$ cat src/rtl/spmv_row_mac.sv
// spmv_row_mac: per-channel SpMV multiply-accumulate stage.
// Accepts a CSR element stream, looks up x[col] in vec_file through
// col_idx_out/col_val_in, multiplies, accumulates per row and queues one
// {row, sum} result per row in a small FIFO.
// Optional feature macro: SPMV_MAC_SAT_EN (signed-saturating product and
// accumulate; wrapping arithmetic when undefined).
// DIM_W normally comes from dcp_mock.svh; a fallback keeps this file standalone.
`ifndef DIM_W
`define DIM_W 16
`endif

module spmv_row_mac #(
  parameter int DATA_W    = 32,
  parameter int OUT_DEPTH = 4
) (
  input  logic               clk,
  input  logic               rst,
  input  logic               spmv_init,
  input  logic               prefetch_done,
  input  logic               elem_val,
  output logic               elem_rdy,
  input  logic [DATA_W-1:0]  elem_mat,
  input  logic [`DIM_W-1:0]  elem_col,
  input  logic [`DIM_W-1:0]  elem_row,
  input  logic               elem_last,
  input  logic               elem_empty,
  output logic [`DIM_W-1:0]  col_idx_out,
  input  logic [DATA_W-1:0]  col_val_in,
  output logic               res_val,
  input  logic               res_rdy,
  output logic [`DIM_W-1:0]  res_row,
  output logic [DATA_W-1:0]  res_data,
  output logic               busy
);

  localparam int DIM_W = `DIM_W;
  localparam int PTR_W = $clog2(OUT_DEPTH);
  localparam int CNT_W = PTR_W + 1;
  localparam logic [DATA_W-1:0] SAT_MAX = {1'b0, {(DATA_W-1){1'b1}}};
  localparam logic [DATA_W-1:0] SAT_MIN = {1'b1, {(DATA_W-1){1'b0}}};

  // Handshakes: a transfer happens on a rising edge where valid && ready.
  // Producers must not make valid depend on ready; elem_rdy itself depends
  // only on prefetch_done, reset and the output credit count.

  logic clear;
  assign clear = rst | spmv_init;

  // S1: element accepted, waiting for the vec_file lookup
  logic              s1_v, s1_last, s1_empty;
  logic [DATA_W-1:0] s1_mat;
  logic [DIM_W-1:0]  s1_row, col_q;
  // S2: product ready for accumulation
  logic              s2_v, s2_last;
  logic [DATA_W-1:0] s2_prod;
  logic [DIM_W-1:0]  s2_row;
  logic [DATA_W-1:0] acc;

  // Result FIFO
  logic [DIM_W-1:0]  mem_row  [OUT_DEPTH];
  logic [DATA_W-1:0] mem_data [OUT_DEPTH];
  logic [PTR_W-1:0]  wr_ptr, rd_ptr;
  logic [CNT_W-1:0]  cnt;

  logic              accept, push, pop;
  logic [1:0]        lasts_in_flight;
  logic [CNT_W:0]    occupancy;
  logic [DATA_W-1:0] prod, acc_sum;

  // Output credits: rows already queued plus rows still in the pipeline
  always_comb begin
    lasts_in_flight = {1'b0, s1_v & s1_last} + {1'b0, s2_v & s2_last};
    occupancy       = {1'b0, cnt} + (CNT_W+1)'(lasts_in_flight);
    elem_rdy        = prefetch_done && !clear &&
                      (occupancy < (CNT_W+1)'(OUT_DEPTH));
  end

  assign accept      = elem_val && elem_rdy;
  assign push        = s2_v && s2_last;
  assign pop         = res_val && res_rdy;
  assign col_idx_out = col_q;

`ifdef SPMV_MAC_SAT_EN
  localparam logic signed [2*DATA_W-1:0] PROD_MAX =
    {{(DATA_W+1){1'b0}}, {(DATA_W-1){1'b1}}};
  localparam logic signed [2*DATA_W-1:0] PROD_MIN =
    {{(DATA_W+1){1'b1}}, {(DATA_W-1){1'b0}}};
  logic signed [2*DATA_W-1:0] full_prod;
  logic [DATA_W:0]            sum_ext;

  // S1 multiply, clamped to the signed DATA_W range; empty rows give 0
  always_comb begin
    full_prod = $signed({{DATA_W{s1_mat[DATA_W-1]}}, s1_mat}) *
                $signed({{DATA_W{col_val_in[DATA_W-1]}}, col_val_in});
    if (s1_empty)              prod = '0;
    else if (full_prod > PROD_MAX) prod = SAT_MAX;
    else if (full_prod < PROD_MIN) prod = SAT_MIN;
    else                       prod = full_prod[DATA_W-1:0];
  end

  // S2 accumulate, clamped on signed overflow
  always_comb begin
    sum_ext = {acc[DATA_W-1], acc} + {s2_prod[DATA_W-1], s2_prod};
    if (sum_ext[DATA_W] != sum_ext[DATA_W-1])
      acc_sum = sum_ext[DATA_W] ? SAT_MIN : SAT_MAX;
    else
      acc_sum = sum_ext[DATA_W-1:0];
  end
`else
  // S1 multiply, low DATA_W bits of the two's complement product
  always_comb begin
    prod = s1_empty ? '0 : s1_mat * col_val_in;
  end

  // S2 accumulate, wrapping
  always_comb begin
    acc_sum = acc + s2_prod;
  end
`endif

  // Pipeline registers, accumulator and the held lookup index
  always_ff @(posedge clk) begin
    if (clear) begin
      s1_v     <= 1'b0;
      s1_last  <= 1'b0;
      s1_empty <= 1'b0;
      s1_mat   <= '0;
      s1_row   <= '0;
      col_q    <= '0;
      s2_v     <= 1'b0;
      s2_last  <= 1'b0;
      s2_prod  <= '0;
      s2_row   <= '0;
      acc      <= '0;
    end else begin
      s1_v <= accept;
      if (accept) begin
        s1_last  <= elem_last;
        s1_empty <= elem_empty;
        s1_mat   <= elem_mat;
        s1_row   <= elem_row;
        if (!elem_empty) col_q <= elem_col;
      end
      s2_v <= s1_v;
      if (s1_v) begin
        s2_last <= s1_last;
        s2_prod <= prod;
        s2_row  <= s1_row;
      end
      if (s2_v) acc <= s2_last ? '0 : acc_sum;
    end
  end

  // FIFO storage: the completed row sum goes in with its row index
  always_ff @(posedge clk) begin
    if (!clear && push) begin
      mem_row[wr_ptr]  <= s2_row;
      mem_data[wr_ptr] <= acc_sum;
    end
  end

  // FIFO pointers and occupancy; push and pop may coincide
  always_ff @(posedge clk) begin
    if (clear) begin
      wr_ptr <= '0;
      rd_ptr <= '0;
      cnt    <= '0;
    end else begin
      if (push) wr_ptr <= wr_ptr + 1'b1;
      if (pop)  rd_ptr <= rd_ptr + 1'b1;
      case ({push, pop})
        2'b10:   cnt <= cnt + 1'b1;
        2'b01:   cnt <= cnt - 1'b1;
        default: cnt <= cnt;
      endcase
    end
  end

  // Head-of-FIFO presentation, zero when nothing is queued
  always_comb begin
    res_val  = (cnt != '0);
    res_row  = res_val ? mem_row[rd_ptr]  : '0;
    res_data = res_val ? mem_data[rd_ptr] : '0;
    busy     = s1_v | s2_v | res_val;
  end

endmodule

$ cat config.mk
export PLATFORM = sky130hd
export DESIGN_NAME = spmv_row_mac
export DESIGN_NICKNAME = d
export VERILOG_FILES = /design/src/rtl/spmv_row_mac.sv
export SDC_FILE = /design/constraint.sdc
export NUM_CORES = 2
export LEC_CHECK = 0
export CORE_UTILIZATION = 40
export CTS_BUF_LIST = sky130_fd_sc_hd__clkbuf_2 sky130_fd_sc_hd__clkbuf_4 sky130_fd_sc_hd__clkbuf_8
export CTS_CLUSTER_DIAMETER = 30
export DETAILED_ROUTE_END_ITERATION = 12
export DONT_BUFFER_PORTS = 1
export HOLD_SLACK_MARGIN = 0.15
export SLEW_MARGIN = 40
export SYNTH_ARGS = -nofsm -noshare
export SYNTH_HDL_FRONTEND = slang
export SYNTH_SLANG_ARGS = --single-unit
export TNS_END_PERCENT = 10
$ cat constraint.sdc
create_clock -name clk -period 8.6 [get_ports clk]
set_input_delay 0.86 -clock clk [delete_from_list [all_inputs] [get_ports clk]]
set_output_delay 0.86 -clock clk [all_outputs]
set_load 0.02 [all_outputs]
==> metrics.md <==
| Metric | Value |
|---|---|
| Post-synth cell types | 72 |
| GRT Total Usage | 21.05% |
| Main synth FF type | edfxtp_1 |
| Final hold vios | 0 |
| Placeable Area | 0.07432 sq mm |
| Die H | 275.9 um |
| Synth top area share | 27.35% |
| TritonCTS clock tree | done |
| Clk buf depth | 3 |
| Clock Sinks | 350 |
| Setup ws final | 1.207 ns |
| IO Pins | 171 |
| Post_cts resized | 0 |
| Design Power | 3868 uW |
| Total Nets Final | 3513 |
| Setup bufs post-CTS | 0 |
| Drt drc | 0 |
| PortBufs | 0 |
| Critical Path End Type | flip-flop |
| Critical path buffer and inverter count | 4 |
| Area Growth Syn to Fin | 8.450% |
| Max H-tree Level | 3 |
| Cts hold-fix bufs | 0 |
| Slew at the pin with the worst max-slew slack | 0.8498 ns |
| DR pass1 iterations | 6 |
| Number of synthesized flops with an enable pin | 192 |
| Avg Cell Area, Syn | 10.40 sq um |
| Detailed Route WL | 78.75 mm |
| Setup tns final | 0 ns |
| Period minus WS final | 7.393 ns |
| CP top delay family | adder cells |
| Largest net degree at the start of global routing | 88 |
| Crit path kind | reg2reg |
| F_max | 135.3 MHz |
| WL/cell | 20.38 um |
| Max incr delay on CP | 0.85 ns |
| Num CTS Buffers | 69 |
| Synth Register Bits | 350 |
| Setup violators final | 0 |
| Layout fillers | 7053 |
| Clock transition at the registers of the reported paths | 0.06 ns |
| Top-count cell post-synth | fa_1 |
| Die area | 0.07613 sq mm |
| Sequential-to-total area share from yosys stat | 29.75% |
| Top cells by area, synth | fa_1 (27%), edfxtp_1 (19%), dfxtp_1 (11%), and2_1 (7.6%), ha_1 (6.7%) |
| Vias/cell | 5.224 |
| Leak | 0.01392 uW |
| Die X | 275.9 um |
| Worst path cell trace | and2_1 > fa_1 > inv_1 > fa_1 > fa_1 > fa_1 > inv_1 > fa_1 > inv_1 > fa_1 > inv_1 > fa_1 > fa_1 > ha_1 > a21o_1 > a21o_1 > a21oi_1 > o21ai_0 > a21oi_4 > o21ai_2 > a221o_1 > a2111oi_0 > or3b_1 |
| Crit Path Max Fanout | 19 |
| Grt ovf | 0 |
| Initial antenna violation count | 2 |
| Critical Path Start Type | flip-flop |
| Peak VDD IR | 0.1186 mV |
| Max cap viols | 0 |
| Most common cell on crit path | fa_1 |
| Post-synthesis async set-or-reset flop share | 0% |
| Status | completed |
| Initial Util | 40.38% |
| Final max-slew violation count | 0 |
| Layout cells sized above 1 | 8.048% |
| Worst-Skew Late Latency | 0.64 ns |
| Vias in the first global route | 21.49k |
| Crit path DAT | 7.97 ns |
| Root buf cell | clkbuf_8 |
| CP required | 9.18 ns |
| 1st-iter DRT viols | 1227 |
| Pwr/cell area | 118.8 mW/mm^2 |
| Top cells by count, synth | fa_1 (410), inv_1 (402), nand2_1 (388) |
| Final period util | 85.97% |
| Number of core rows | 100 |
| Cells after Synth | 2886 |
| DR vias | 20.19k |
| Worst Skew | 0.02660 ns |
| Slew headroom | 43.27% |
| First-pass GRT wire length | 122.4 mm |
| Synthesized area | 0.03001 sq mm |
| Dpl hpwl | 58.69 mm |
| RSZ-0062 raised after global routing | no |
| Largest area contributor in the netlist | fa_1 |
| Place WS | 1.229 ns |
| Worst path slowest cell | dfxtp_1 |
| Synth Warn # | 0 |
| Post-DRT Antenna Nets | 0 |
| Synth Net Count | 3560 |
| Worst min path class | in2reg |
| Gpl congestion | 0.9158 |
flip-flops by register name (all words and copies together), names as in the netlist, named ones only:
register and cells:
mem_data 128, s2_last 1, s1_row 16, col_idx_out 16, wr_ptr 2, s1_v 1, s1_empty 1, cnt 3
s2_row 16, s1_mat 32, acc 32, s2_prod 32, rd_ptr 2, s2_v 1, s1_last 1, mem_row 64
path summary, 6_finish.rpt:
kind	start	end	slack (ns)	cells after the start
max	s1_mat[14]	s2_prod[28]	1.21	23
min	elem_row[14]	s1_row[14]	0.35	2
max reg2reg	s1_mat[14]	s2_prod[28]	1.21	23
min reg2reg	s1_row[14]	s1_row[14]	0.46	2
per-stage QoR:
stage | std cells | hold slack [ns] | instance area [sq um] | utilization [%]
after floorplan | 2886 | 0.4315 | 30010 | -
after global placement | 3737 | 0.4427 | 30910 | 41.59
after detailed placement | 3737 | 0.4521 | 30920 | 41.60
after CTS | 3864 | 0.2978 | 32540 | 43.78
after global routing | 3865 | 0.3305 | 32550 | 43.79
final | 3865 | 0.3547 | 32550 | 43.79
power by group:
part	internal, uW	total, uW	switching, uW
Combinational	67.2	179	112
Sequential	1750	1760	6.94
Clock	1180	1930	753
Total	3000	3870	872
metal layers:
layer	global-route usage, %	vias to the layer above	wire length (um)
met5	0	-	13
met4	6.593	2	2174
met3	3.512	146	4285
met2	35.91	602	38820
met1	27.26	10329	33460
li1	-	9110	-
layout by cell type (no fill, tap or decap), types with 48 or more instances in the layout:
cell	n
inv_1	401
nor2_1	106
edfxtp_1	192
clkbuf_8	78
a21oi_1	119
xnor2_1	80
fa_1	410
and2_1	364
nand2_1	387
dfxtp_1	154
mux4_2	48
ha_1	160
cells by family after synthesis:
| family | count (synthesis) | synth area share [%] |
|---|---|---|
| mux | 66 | 4.202 |
| compound gates | 286 | 6.220 |
| fa+ha+maj | 570 | 34.02 |
| simple gates | 950 | 15.65 |
| xor+xnor | 110 | 3.210 |
| flops | 350 | 29.75 |
| buf+inv | 554 | 6.954 |
cell type report:
cell class | count | area [sq um] | share of cell area (%)
Sequential cell | 350 | 8936 | 27.45
Inverter | 404 | 1519 | 4.667
Timing Repair Buffer | 32 | 247.7 | 0.7611
Clock buffer | 92 | 1179 | 3.621
Antenna cell | 1 | 2.502 | 0.007688
Clock inverter | 35 | 442.9 | 1.361
Tap cell | 969 | 1212 | 3.725
Multi-Input combinational cell | 1982 | 19010 | 58.40
(Power assumes the default switching activity.)
